**src/rtl/vram_arbiter.sv**
```systemverilog
// vram_arbiter: shares one SDRAM controller between video, CPU and command-engine requesters
// and schedules periodic auto-refresh. Define VRAM_ARB_VIDEO32_EN for a 32-bit video read path.
module vram_arbiter #(
    parameter int FREQ           = 54_000_000,
    parameter int REFRESH_CYCLES = FREQ / 1_000_000 * 15
) (
    input  logic        clk,
    input  logic        resetn,
    input  logic        vid_req,
    input  logic [22:0] vid_addr,
    output logic        vid_ack,
`ifdef VRAM_ARB_VIDEO32_EN
    output logic [31:0] vid_rdata,
`else
    output logic [15:0] vid_rdata,
`endif
    input  logic        cpu_req,
    input  logic        cpu_we,
    input  logic [22:0] cpu_addr,
    input  logic [7:0]  cpu_wdata,
    output logic        cpu_ack,
    output logic [7:0]  cpu_rdata,
    input  logic        cmd_req,
    input  logic        cmd_we,
    input  logic [22:0] cmd_addr,
    input  logic [7:0]  cmd_wdata,
    output logic        cmd_ack,
    output logic [7:0]  cmd_rdata,
    input  logic        mem_enabled,
    output logic        mem_read,
    output logic        mem_write,
    output logic        mem_refresh,
    output logic [22:0] mem_addr,
    output logic [7:0]  mem_din8,
    input  logic [15:0] mem_dout16,
`ifdef VRAM_ARB_VIDEO32_EN
    input  logic [31:0] mem_dout32,
`endif
    output logic        refresh_overrun
);

`ifdef VRAM_ARB_VIDEO32_EN
    localparam int VW = 32;
`else
    localparam int VW = 16;
`endif
    localparam int TW = (REFRESH_CYCLES > 1) ? $clog2(REFRESH_CYCLES) : 1;
    localparam logic [TW-1:0] TMAX = TW'(REFRESH_CYCLES - 1);

    typedef enum logic [1:0] {IDLE, ISSUE, WAIT, DONE} state_t;
    typedef enum logic [1:0] {SRC_VID, SRC_CPU, SRC_CMD, SRC_REF} src_t;

    state_t          state, next_state;
    src_t            src, grant_src;
    logic            grant;
    logic            op_we;
    logic            last_was_cmd;
    logic [1:0]      wait_cnt;
    logic [TW-1:0]   refresh_timer;
    logic            refresh_pending;
    logic            timer_wrap;
    logic [7:0]      rd_byte;
    logic [VW-1:0]   vid_word;

`ifdef VRAM_ARB_VIDEO32_EN
    assign vid_word = mem_dout32;
`else
    assign vid_word = mem_dout16;
`endif
    assign rd_byte    = mem_addr[0] ? mem_dout16[15:8] : mem_dout16[7:0];
    assign timer_wrap = mem_enabled && (refresh_timer == TMAX);

    always_ff @(posedge clk or negedge resetn) begin
        if (!resetn) begin
            state <= IDLE;
        end else begin
            state <= next_state;
        end
    end

    // Refresh beats video, video beats the CPU/command pair, which share by round-robin.
    always_comb begin
        next_state = state;
        grant      = 1'b0;
        grant_src  = SRC_VID;
        case (state)
            IDLE: begin
                if (mem_enabled) begin
                    if (refresh_pending) begin
                        grant     = 1'b1;
                        grant_src = SRC_REF;
                    end else if (vid_req) begin
                        grant     = 1'b1;
                        grant_src = SRC_VID;
                    end else if (cpu_req && cmd_req) begin
                        grant     = 1'b1;
                        grant_src = last_was_cmd ? SRC_CPU : SRC_CMD;
                    end else if (cpu_req) begin
                        grant     = 1'b1;
                        grant_src = SRC_CPU;
                    end else if (cmd_req) begin
                        grant     = 1'b1;
                        grant_src = SRC_CMD;
                    end
                end
                if (grant) begin
                    next_state = ISSUE;
                end
            end
            ISSUE:   next_state = WAIT;
            WAIT:    if (wait_cnt == 2'd0) next_state = DONE;
            DONE:    next_state = IDLE;
            default: next_state = IDLE;
        endcase
    end

    always_ff @(posedge clk or negedge resetn) begin
        if (!resetn) begin
            mem_read     <= 1'b0;
            mem_write    <= 1'b0;
            mem_refresh  <= 1'b0;
            mem_addr     <= '0;
            mem_din8     <= '0;
            src          <= SRC_VID;
            op_we        <= 1'b0;
            last_was_cmd <= 1'b1;
            wait_cnt     <= 2'd0;
            vid_ack      <= 1'b0;
            cpu_ack      <= 1'b0;
            cmd_ack      <= 1'b0;
            vid_rdata    <= '0;
            cpu_rdata    <= '0;
            cmd_rdata    <= '0;
        end else begin
            mem_read    <= 1'b0;
            mem_write   <= 1'b0;
            mem_refresh <= 1'b0;
            vid_ack     <= 1'b0;
            cpu_ack     <= 1'b0;
            cmd_ack     <= 1'b0;
            if (grant) begin
                src <= grant_src;
                case (grant_src)
                    SRC_VID: begin
                        mem_read <= 1'b1;
                        mem_addr <= vid_addr;
                        op_we    <= 1'b0;
                    end
                    SRC_CPU: begin
                        mem_read     <= !cpu_we;
                        mem_write    <= cpu_we;
                        mem_addr     <= cpu_addr;
                        mem_din8     <= cpu_wdata;
                        op_we        <= cpu_we;
                        last_was_cmd <= 1'b0;
                    end
                    SRC_CMD: begin
                        mem_read     <= !cmd_we;
                        mem_write    <= cmd_we;
                        mem_addr     <= cmd_addr;
                        mem_din8     <= cmd_wdata;
                        op_we        <= cmd_we;
                        last_was_cmd <= 1'b1;
                    end
                    default: begin
                        mem_refresh <= 1'b1;
                        op_we       <= 1'b0;
                    end
                endcase
            end
            // Four WAIT cycles cover controller acceptance plus its busy window.
            if (state == ISSUE) begin
                wait_cnt <= 2'd3;
            end else if (state == WAIT && wait_cnt != 2'd0) begin
                wait_cnt <= wait_cnt - 2'd1;
            end
            if (state == DONE) begin
                case (src)
                    SRC_VID: begin
                        vid_ack   <= 1'b1;
                        vid_rdata <= vid_word;
                    end
                    SRC_CPU: begin
                        cpu_ack <= 1'b1;
                        if (!op_we) cpu_rdata <= rd_byte;
                    end
                    SRC_CMD: begin
                        cmd_ack <= 1'b1;
                        if (!op_we) cmd_rdata <= rd_byte;
                    end
                    default: ;
                endcase
            end
        end
    end

    // A wrap sets pending even if a refresh is issued on the same edge.
    always_ff @(posedge clk or negedge resetn) begin
        if (!resetn) begin
            refresh_timer   <= '0;
            refresh_pending <= 1'b0;
            refresh_overrun <= 1'b0;
        end else begin
            if (!mem_enabled || timer_wrap) begin
                refresh_timer <= '0;
            end else begin
                refresh_timer <= refresh_timer + 1'b1;
            end
            if (timer_wrap) begin
                refresh_pending <= 1'b1;
                if (refresh_pending) refresh_overrun <= 1'b1;
            end else if (grant && grant_src == SRC_REF) begin
                refresh_pending <= 1'b0;
            end
        end
    end

endmodule

```
**config.mk**
```make
export PLATFORM = sky130hd
export DESIGN_NAME = vram_arbiter
export DESIGN_NICKNAME = d
export VERILOG_FILES = /design/src/rtl/vram_arbiter.sv
export SDC_FILE = /design/constraint.sdc
export NUM_CORES = 1
export LEC_CHECK = 0
export CORE_AREA = 2 2 116 118
export DETAILED_ROUTE_END_ITERATION = 12
export DIE_AREA = 0 0 118 120
export GPL_ROUTABILITY_DRIVEN = 0
export HOLD_SLACK_MARGIN = 0.1
export PLACE_DENSITY = 0.74
export SYNTH_ARGS = -nofsm -noshare
export SYNTH_HDL_FRONTEND = slang
export SYNTH_SLANG_ARGS = --single-unit
```
**constraint.sdc**
```tcl
create_clock -name clk -period 2.92 [get_ports clk]
set_clock_uncertainty 0.15 [all_clocks]
set_input_delay 0.292 -clock clk [delete_from_list [all_inputs] [get_ports clk]]
set_output_delay 0.292 -clock clk [all_outputs]
set_load 0.1 [all_outputs]
```
=== Word-level counts from Yosys, hierarchy flattened ===
Cells that the tools add are included.

* Register bits: 89
* Bits in latches: 0
* RAM bits: 0
* Bits in read-only memories: 0
* Input bits: 109
* Output and inout bits: 70
* Memories: 0

* $add $sub $neg: 2
* Multiply operators: 0
* Div/mod/pow operators: 0
* $lt $le $gt $ge: 0
* Equality and inequality tests: 11
* Shift operators: 0
* Muxes and demuxes: 40
* Bitwise gates (word level): 1
* Reduce and logical (&&, ||, !) cells: 25

{| class="wikitable"
|+ Operator list
! operator !! count
|-
| 23-bit case mux with 3 select lines || 1
|-
| 2-bit two-way mux || 12
|-
| 1-bit two-way mux || 20
|-
| 8-bit case mux with 2 select lines || 1
|-
| 10-bit by 1-bit adder with 10-bit output, second input constant || 1
|-
| 10-bit equality test, second input constant || 1
|-
| 2-bit equality test, second input constant || 5
|-
| 10-bit two-way mux || 1
|-
| 2-bit AND reduction || 5
|-
| 2-bit zero test || 4
|-
| 8-bit two-way mux || 1
|-
| 2-bit case mux with 4 select lines || 1
|-
| 2-bit nonzero test || 4
|-
| 2-bit by 1-bit equality test with 1-bit output, second input constant || 3
|-
| 3-bit AND reduction || 2
|-
| 1-bit logical AND || 4
|-
| 2-bit inequality test, second input constant || 2
|-
| 1-bit case mux with 2 select lines || 2
|-
| 1-bit zero test || 3
|-
| 1-bit case mux with 3 select lines || 1
|-
| 3-bit nonzero test || 1
|-
| 3-bit OR reduction || 1
|-
| 2-bit by 1-bit subtractor with 2-bit output, second input constant || 1
|-
| 1-bit logical OR || 1
|-
| 1-bit inverter || 1
|}

=== Longest topological paths before layout ===
Gate-level depths: netlist of run 1.

* Depth after elaboration: 11
* Depth in mapped cells: 8
* Depth with buffers taken out: 6

=== Worst setup path after synthesis of run 1 ===
Ideal clock, no wire load.

* Path kind: register -> register
* Start point: reg mem_addr[0]
* End point: reg cpu_rdata[7]
* Setup time: 0.126 ns
* Data arrival time: 1.700 ns
* Required time: 2.644 ns
* Slack: 0.944 ns
* Stages on the path, launching flop included: 4
* Clock period less this slack: 1.976 ns
* Cell sequence: dfrtp_1 > buf_1 > mux2i_1 > a21oi_1

* Word-level cells in the longest chain between the ends: 1

{| class="wikitable"
|+ RTL lines
! what !! line !! RTL
|-
| start: declaration || 33 || <nowiki>output logic [22:0] mem_addr,</nowiki>
|-
| start signal: assignment || 146 || <nowiki>mem_addr <= vid_addr;</nowiki>
|-
| start signal: assignment || 152 || <nowiki>mem_addr <= cpu_addr;</nowiki>
|-
| start signal: assignment || 160 || <nowiki>mem_addr <= cmd_addr;</nowiki>
|-
| 8-bit two-way mux || 70 || <nowiki>assign rd_byte = mem_addr[0] ? mem_dout16[15:8] : mem_dout16[7:0];</nowiki>
|-
| end signal: assignment || 185 || <nowiki>if (!op_we) cpu_rdata <= rd_byte;</nowiki>
|-
| end: declaration || 22 || <nowiki>output logic [7:0] cpu_rdata,</nowiki>
|}

Every way passes these cells.
A chain may end at the register's enable or synchronous reset.

=== Worst setup path in the final report of run 1 ===
* Start point: reg state[0]
* End point: reg mem_din8[5]

* Word-level cells in the longest chain between the ends: 5
* Elaborated cells on any way between the ends: 8

{| class="wikitable"
|+ RTL lines
! what !! line !! RTL
|-
| start: declaration || 53 || <nowiki>state_t state, next_state;</nowiki>
|-
| start signal: assignment || 77 || <nowiki>state <= next_state;</nowiki>
|-
| 2-bit zero test (*) || 86 || <nowiki>case (state)</nowiki>
|-
| 2-bit two-way mux || 86 ||
|-
| 2-bit equality test or 2-bit by 1-bit equality test with 1-bit output (tied branches) || 143 || <nowiki>case (grant_src)</nowiki>
|-
| 2-bit nonzero test (no line) || -- ||
|-
| 2-bit AND reduction (no line) || -- ||
|-
| end signal: assignment || 153 || <nowiki>mem_din8 <= cpu_wdata;</nowiki>
|-
| end signal: assignment || 161 || <nowiki>mem_din8 <= cmd_wdata;</nowiki>
|-
| end: declaration || 34 || <nowiki>output logic [7:0] mem_din8,</nowiki>
|}

Every way passes the cells marked *; elsewhere a longest branch is shown, timed or not.

==> results of run 1 <==
-- worst paths after layout --
kind	from	to	slack, ns	depth (start not counted)
max reg2reg	state[0]$_DFFE_PN0P_	mem_din8[5]$_DFFE_PN0P_	0.69	7
min in group asynchronous	resetn	mem_din8[3]$_DFFE_PN0P_	0.54	2
min	refresh_overrun$_DFFE_PN0P_	refresh_overrun$_DFFE_PN0P_	0.33	1
max in group asynchronous	resetn	mem_din8[6]$_DFFE_PN0P_	1.32	2
max	state[0]$_DFFE_PN0P_	mem_din8[5]$_DFFE_PN0P_	0.69	7
min reg2reg	refresh_overrun$_DFFE_PN0P_	refresh_overrun$_DFFE_PN0P_	0.33	1
-- metrics by stage --
step,worst slack [ns],hold slack [ns],util
after global routing,0.496,0.360,0.499
after floorplan,0.944,-0.154,-
after detailed placement,0.479,0.322,0.474
after global placement,0.584,0.318,0.474
final,0.694,0.333,0.499
after CTS,0.680,0.337,0.499
-- state kept, by name, summed over array words and instances, names as in the netlist --
signal / cells
vid_rdata: 16
op_we: 1
mem_addr: 23
cpu_ack: 1
mem_refresh: 1
wait_cnt: 2
vid_ack: 1
mem_read: 1
src: 2
cmd_ack: 1
state: 2
mem_din8: 8
cmd_rdata: 8
refresh_pending: 1
mem_write: 1
refresh_timer: 10
last_was_cmd: 1
refresh_overrun: 1
cpu_rdata: 8
-- area by class of cell --
| type | instances | area share |
|---|---|---|
| tap | 176 | 0.0340 |
| sequential | 89 | 0.344 |
| clock inverter | 5 | 0.00967 |
| multi-input combinational | 284 | 0.298 |
| inverter | 30 | 0.0174 |
| timing repair buffer | 187 | 0.259 |
| clock buffer | 11 | 0.0375 |
-- cell families after synthesis --
kind of cell	Yosys count	synth area share
AOI/OAI and AO/OA	108	0.156
xor gates and xnor gates	9	0.0177
DFF	89	0.500
muxes	35	0.0846
adders and majority gates	8	0.0225
buffers and inverters	59	0.0683
and+or+nand+nor	124	0.150
-- metal layers --
layer / up-vias / global-route usage / routed length [um]
met4: 0 / 0.0700 / 224
met3: 20 / 0.0361 / 665
met2: 142 / 0.302 / 6330
met1: 1897 / 0.224 / 5350
met5: - / 0 / 0
li1: 1841 / - / -
-- layout by cell type, fill, tap and decap left out, types with 3 or more instances in the layout --
master,synthesis,routed
inv_1,30,30
a31oi_1,24,23
o21ai_0,3,3
mux2_2,17,17
clkbuf_16,0,9
a21oi_1,47,46
ha_1,8,8
nor3_1,4,4
buf_4,0,79
nand3_1,27,27
nor2_1,42,42
nor2_2,20,20
a211o_1,23,23
nand2b_1,5,5
mux2i_1,17,17
dfrtp_1,88,88
clkdlybuf4s50_1,0,107
a21o_1,3,3
nand2_1,8,8
a21oi_2,2,3
xnor2_1,7,7
==> results.toml, run 1 <==
[outcome]
status = "complete, no violations"

[sta]
rsz0062_at_grt = "false"
slew_violations = 0
worst_pin_slew_ns = 1.14
fmax_mhz = 449
hold_viol = 0
tns_ns = 0
fin_crit_ns = 2.23
fin_crit_sh = 0.762
relSlewSlack = 0.240
setup_viol = 0

[placed_design]
post-dp-hpwl_um = 9010
io_buffers = 178
dpl_cell_area_sq_um = 6160
placed_cells_incl_taps = 765

[drt]
drc = 0
firstDrtPassIters = 5
drt_iter0_drc = 198
vias = 3900
wl_per_cell_um = 16.1
ant_nets = 0
wirelength_um = 12600
via_per_inst = 4.99

[worst_setup_path]
max_stage_delay_ns = 0.42
path_max_fanout = 10
crit_arrival_ns = 2.28
path_buf_inv = 2
path_cells = "inv_1 -> ha_1 -> and2_1 -> buf_4 -> nand3_1 -> mux2i_1 -> a21oi_1"
cp-end-kind = "flip-flop"
slowest_stage = "dfrtp_1"
required_ns = 2.97
worstSetupStartpointType = "flip-flop"
crit_type = "reg2reg"
critical_path.top_delay_family = "simple AND/OR/NAND/NOR gates"

[cells_and_area]
fillers = 1204
nNetsFinal = 718
syn_to_final_growth_pct = 45.3
final_layout_size_suffix_gt1_frac = 0.243
multiInputGateArea_sq_um = 1930
final_cell_area_sq_um = 6470
antennaDiodeCount = 0
regArea_sq_um = 2230
layout.cells.non_filler = 782

[clock_network]
htree_levels = 3
insertion_delay_ns = 0.34
ctsHoldBuffers = 1
cts_tree = "built"
cts_buffers = 9
cts_max_path_buffers = 2
cts_root_buffer = "clkbuf_16"
clk_pin_slew_worst_paths_ns = 0.07
cts_sinks = 89
post_cts_resized = 0
cts_setup_buffers = 0

[synth]
synthTopCellsByCount = "dfrtp_1 (88), a21oi_1 (47), nor2_1 (42), inv_1 (30), nand3_1 (27)"
yosys_register_bits = 89
yosys.area.top_type_share = 0.495
syn_inst = 432
synth_area_leader_cell = "dfrtp_1"
synth_edf_count = 0
yosysMostFrequentCell = "dfrtp_1"
async_reset_ff_frac = 1.00
syn_avg_cell_area_sq_um = 10.3
syn_area_sq_um = 4450
synth.distinct_cells = 47
synth-main-ff-cell = "dfrtp_1"
yosysWarnings = 0
synth_seq_area_share = 0.500
synth_nets = 549
yosys-top-cells-area = "dfrtp_1 (49%), a21oi_1 (5.3%), a211o_1 (4.5%), mux2_2 (4.3%), mux2i_1 (3.8%)"

[global_route]
antenna_found_initial = 0
track_usage = 0.178
grt_max_degree = 90
grt_first_pass_wirelength_um = 20000
overflow = 0
grt_pass1_vias = 4097

[floorplanning]
dieArea_sq_um = 14200
coreArea_sq_um = 13000
die_width_um = 118
die_h_um = 120
start_util = 0.343
ioPinCount = 179
rows = 42

[hold_path]
hold_path.class = "reg2reg"

[run]
max_cap_violations = 0
Power of run 1 is left out: the tool's default activity adds up to more than one toggle a clock period on the data nets, which glitch-free logic cannot reach.
==> inputs of run 2 (changes only) <==
Clock period 2.92 ns to 2.2 ns, I/O delays scaled along.
==> run 2 against run 1 <==
Compared with the run above: critical path depth is the same; final area grew 2.4%; utilization grew 1.2 points; clock-buffer cell count shrank 2; critical path type unchanged; sequential cell count is the same.
==> results.toml, run 2 (synthesis gave the netlist of run 1 again) <==
[outcome]
status = "complete, no violations"

[cells_and_area]
final_layout_size_suffix_gt1_frac = 0.265
antennaDiodeCount = 0
largest_register_ffs = 23
nNetsFinal = 732
layout_commonest_cell = "clkdlybuf4s50_1"
syn_to_final_growth_pct = 48.9
top_register = "mem_addr"
final_cell_mix = "clkdlybuf4s50_1 (107), dfrtp_1 (88), buf_4 (87)"
top_regs = "mem_addr: 23 flops, vid_rdata: 16 flops, refresh_timer: 10 flops"

[clock_network]
cts_sinks = 89
cts_max_path_buffers = 2
clk_pin_slew_worst_paths_ns = 0.07
cts_buffers = 9
insertion_delay_ns = 0.34
cts_root_buffer = "clkbuf_16"
cts_setup_buffers = 0
htree_levels = 3
cts_tree = "built"

[drt]
drc = 0
ant_nets = 0
via_per_inst = 5.01
drt_iter0_drc = 257
vias = 3979
wl_per_cell_um = 15.7
firstDrtPassIters = 4
wirelength_um = 12500

[sta]
postLayoutSetupSlackWorst_ns = 0.220
tns_ns = 0
setup_viol = 0
worst_pin_slew_ns = 0.600
slew_violations = 0
hold_viol = 0
fmax_mhz = 505
rsz0062_at_grt = "false"
relSlewSlack = 0.600
fin_crit_sh = 0.900
fin_crit_ns = 1.98

[global_route]
met2_usage = 0.305
grt_use_met3 = 0.0399
grt_first_pass_wirelength_um = 20700
grt.met1_usage = 0.231
overflow = 0
track_usage = 0.181
antenna_found_initial = 0
busiest_layer = "met2"
grt_pass1_vias = 4240
grt_max_degree = 37

[hold_path]
hold_path.class = "in2async"

[worst_setup_path]
path_max_fanout = 19
cp-end-kind = "flip-flop"
crit_arrival_ns = 2.05
rrSetupSlack_ns = 0.22
crit_type = "reg2reg"
required_ns = 2.27
reg2reg_to = "mem_addr[19]$_DFFE_PN0P_"
r2r-start = "state[1]$_DFFE_PN0P_"
worstSetupStartpointType = "flip-flop"
r2r_cells = 7

[placed_design]
post-dp-hpwl_um = 9240
place_ws_ns = 0.123
io_buffers = 178

[floorplanning]
die_h_um = 120
start_util = 0.343
die_width_um = 118
rows = 42
coreArea_sq_um = 13000
dieArea_sq_um = 14200
ioPinCount = 179

[run]
max_cap_violations = 0
## run 2: cell types whose count changed in the layout (fill, tap and decap cells not counted), sizes merged
cell,before,now
clkinv,0,2
clkinvlp,2,0
bufinv,1,0
inv,32,34
clkbuf,11,9
buf,79,93
## run 2: layer usage
metal  vias up  part of all wire
li1       1867                 -
met4         0             0.019
met2       153              0.50
met5         -                 0
met1      1939              0.43
met3        20             0.056
## run 2: critical path: stages (launching register included)
cell and delay, ns:
dfrtp_1 0.42, inv_1 0.12, ha_1 0.30, and2_2 0.30, nand2_8 0.14, buf_4 0.18, a21oi_1 0.13, a31oi_1 0.11
## run 2: worst max-delay path by stage
stage                            startpoint                        to  slack (ns)  cells past startpoint
floorplan           mem_addr[0]$_DFFE_PN0P_  cpu_rdata[7]$_DFFE_PN0P_        0.22                      3
global placement                    vid_req        src[1]$_DFFE_PN0P_        0.19                      4
detailed placement     state[0]$_DFFE_PN0P_   mem_addr[6]$_DFFE_PN0P_        0.12                      7
CTS                    state[1]$_DFFE_PN0P_   mem_addr[6]$_DFFE_PN0P_         0.1                      7
global route           state[1]$_DFFE_PN0P_  mem_addr[12]$_DFFE_PN0P_        0.09                      7
finish                 state[1]$_DFFE_PN0P_  mem_addr[19]$_DFFE_PN0P_        0.22                      7
## run 2: timing repair
item	4_1_cts	5_1_grt
endpoints found under the setup margin	0	24
resized for setup	0	3
hold endpoints to repair	32	0
hold buffers	1	0
## run 2: cell type report
class                      instances  area (sq um)
fill                            1192          6350
multi-input combinational        284          1940
inverter                          30           113
tap                              176           220
timing repair buffer             201          1850
clock buffer                       9           225
clock inverter                     6          51.3
sequential                        89          2230
## run 2: metrics by stage
| stage | util | area [sq um] | hold WS, ns | cells |
|---|---|---|---|---|
| after detailed placement | 0.488 | 6340 | 0.0703 | 779 |
| after floorplan | - | 4450 | -0.226 | 432 |
| after global placement | 0.488 | 6340 | 0.0674 | 779 |
| after global routing | 0.511 | 6630 | 0.273 | 795 |
| after CTS | 0.510 | 6620 | 0.243 | 795 |
| final | 0.511 | 6630 | 0.230 | 795 |
Power of run 2 is left out for the same reason.
==> inputs of run 3 (changes only) <==
Settings changed: CTS_CLUSTER_DIAMETER from default to 60, RECOVER_POWER from default to 50.
==> run 3 against run 2 <==
Compared with the run above: clock-buffer cell count is the same; global-route usage is the same; first-iteration DRC count is 1.6% lower; utilization is 0.76 points lower; critical path depth unchanged; sequential cell count is the same; critical path type unchanged; largest cell class unchanged.
==> results.toml, run 3 (synthesis gave the netlist of run 1 again) <==
[clock_network]
clk_pin_slew_worst_paths_ns = 0.07
cts_buffers = 9
cts_max_path_buffers = 2
insertion_delay_ns = 0.34
cts_sinks = 89
htree_levels = 3
cts_root_buffer = "clkbuf_16"
cts_tree = "built"
cts_setup_buffers = 0

[drt]
drc = 0
drt_iter0_drc = 253
vias = 3978
wl_per_cell_um = 15.7
ant_nets = 0
firstDrtPassIters = 5
wirelength_um = 12500
via_per_inst = 5.00

[cells_and_area]
final_cell_mix = "clkdlybuf4s50_1 (107), dfrtp_1 (88), buf_4 (53)"
layout_commonest_cell = "clkdlybuf4s50_1"
top_register = "mem_addr"
top_regs = "mem_addr: 23 flops, vid_rdata: 16 flops, refresh_timer: 10 flops"
final_layout_size_suffix_gt1_frac = 0.263
antennaDiodeCount = 0
largest_register_ffs = 23
syn_to_final_growth_pct = 46.6
fillers = 1218
nNetsFinal = 732

[hold_path]
hold_path.class = "in2reg"
hp-start = "cmd_addr[22]"
whs_endpoint = "mem_addr[22]$_DFFE_PN0P_"
whs_path_depth = 3

[sta]
fin_crit_ns = 2.01
fmax_mhz = 499
rsz0062_at_grt = "false"
worst_pin_slew_ns = 1.17
setup_viol = 0
relSlewSlack = 0.221
tns_ns = 0
hold_viol = 0
fin_crit_sh = 0.912
slew_violations = 0

[floorplanning]
die_width_um = 118
rows = 42
start_util = 0.343
coreArea_sq_um = 13000
dieArea_sq_um = 14200
ioPinCount = 179
die_h_um = 120

[worst_setup_path]
r2r_cells = 7
path_max_fanout = 19
required_ns = 2.27
rrSetupSlack_ns = 0.19
critical_path.top_delay_family = "simple AND/OR/NAND/NOR gates"
path_cells = "inv_1 -> ha_1 -> and2_2 -> nand2_8 -> buf_4 -> a21oi_1 -> a31oi_1"
max_stage_delay_ns = 0.42
worstSetupStartpointType = "flip-flop"
slowest_stage = "dfrtp_1"
path_buf_inv = 2
r2r-start = "state[1]$_DFFE_PN0P_"
cp-end-kind = "flip-flop"
crit_arrival_ns = 2.07
reg2reg_to = "mem_addr[19]$_DFFE_PN0P_"
crit_type = "reg2reg"

[placed_design]
io_buffers = 178
post-dp-hpwl_um = 9240

[global_route]
grt_first_pass_wirelength_um = 20700
grt_pass1_vias = 4240
overflow = 0
track_usage = 0.181
antenna_found_initial = 0
grt_max_degree = 37

[run]
max_cap_violations = 0

[outcome]
status = "complete, no violations"
## run 3: changes by cell type in the layout (fill, tap and decap cells not counted), sizes merged
cell / before / now
buf: 93 / 58
clkbuf: 9 / 44
## run 3: routing by layer
metal,wire length (um),share of wire,track usage,vias up
met5,0,0,0,-
met4,257,0.021,0.0610,0
met3,766,0.061,0.0399,21
met2,6160,0.49,0.305,153
met1,5300,0.42,0.231,1937
li1,-,-,-,1867
## run 3: worst max-delay path by stage
stage	from	end	slack [ns]	cells after the start
after global routing	state[1]$_DFFE_PN0P_	mem_addr[12]$_DFFE_PN0P_	0.09	7
final	state[1]$_DFFE_PN0P_	mem_addr[19]$_DFFE_PN0P_	0.19	7
after CTS	state[1]$_DFFE_PN0P_	mem_addr[6]$_DFFE_PN0P_	0.1	7
after floorplan	mem_addr[0]$_DFFE_PN0P_	cpu_rdata[7]$_DFFE_PN0P_	0.22	3
after global placement	vid_req	src[1]$_DFFE_PN0P_	0.19	4
after detailed placement	state[0]$_DFFE_PN0P_	mem_addr[6]$_DFFE_PN0P_	0.12	7
## run 3: final cells by class
type,instances,area (sq um),area share
clock buffer,9,225,0.0345
inverter,30,113,0.0172
tap,176,220,0.0337
clock inverter,6,51.3,0.00786
multi-input combinational,284,1940,0.297
sequential,89,2230,0.341
timing repair buffer,201,1760,0.269
## run 3: worst register-to-register path, cell delays in order, from the launching register on
cell,delay [ns]
dfrtp_1,0.42
inv_1,0.12
ha_1,0.30
and2_2,0.30
nand2_8,0.14
buf_4,0.19
a21oi_1,0.15
a31oi_1,0.11
## run 3: metrics by stage
step / utilization / instance area [sq um] / cells / worst slack [ns] / hold WS, ns
after floorplan: - / 4450 / 432 / 0.224 / -0.226
after global placement: 0.488 / 6340 / 779 / 0.189 / 0.0674
after detailed placement: 0.488 / 6340 / 779 / 0.123 / 0.0703
after CTS: 0.510 / 6620 / 795 / 0.0969 / 0.243
after global routing: 0.503 / 6530 / 795 / 0.0936 / 0.309
final: 0.503 / 6530 / 795 / 0.195 / 0.307
## run 3: timing repair
| action | in CTS | in global routing |
|---|---|---|
| resized for setup | 0 | 3 |
| hold buffers | 1 | 0 |
| endpoints found under the hold margin | 32 | 0 |
| endpoints found under the setup margin | 0 | 24 |
Power of run 3 is left out for the same reason.
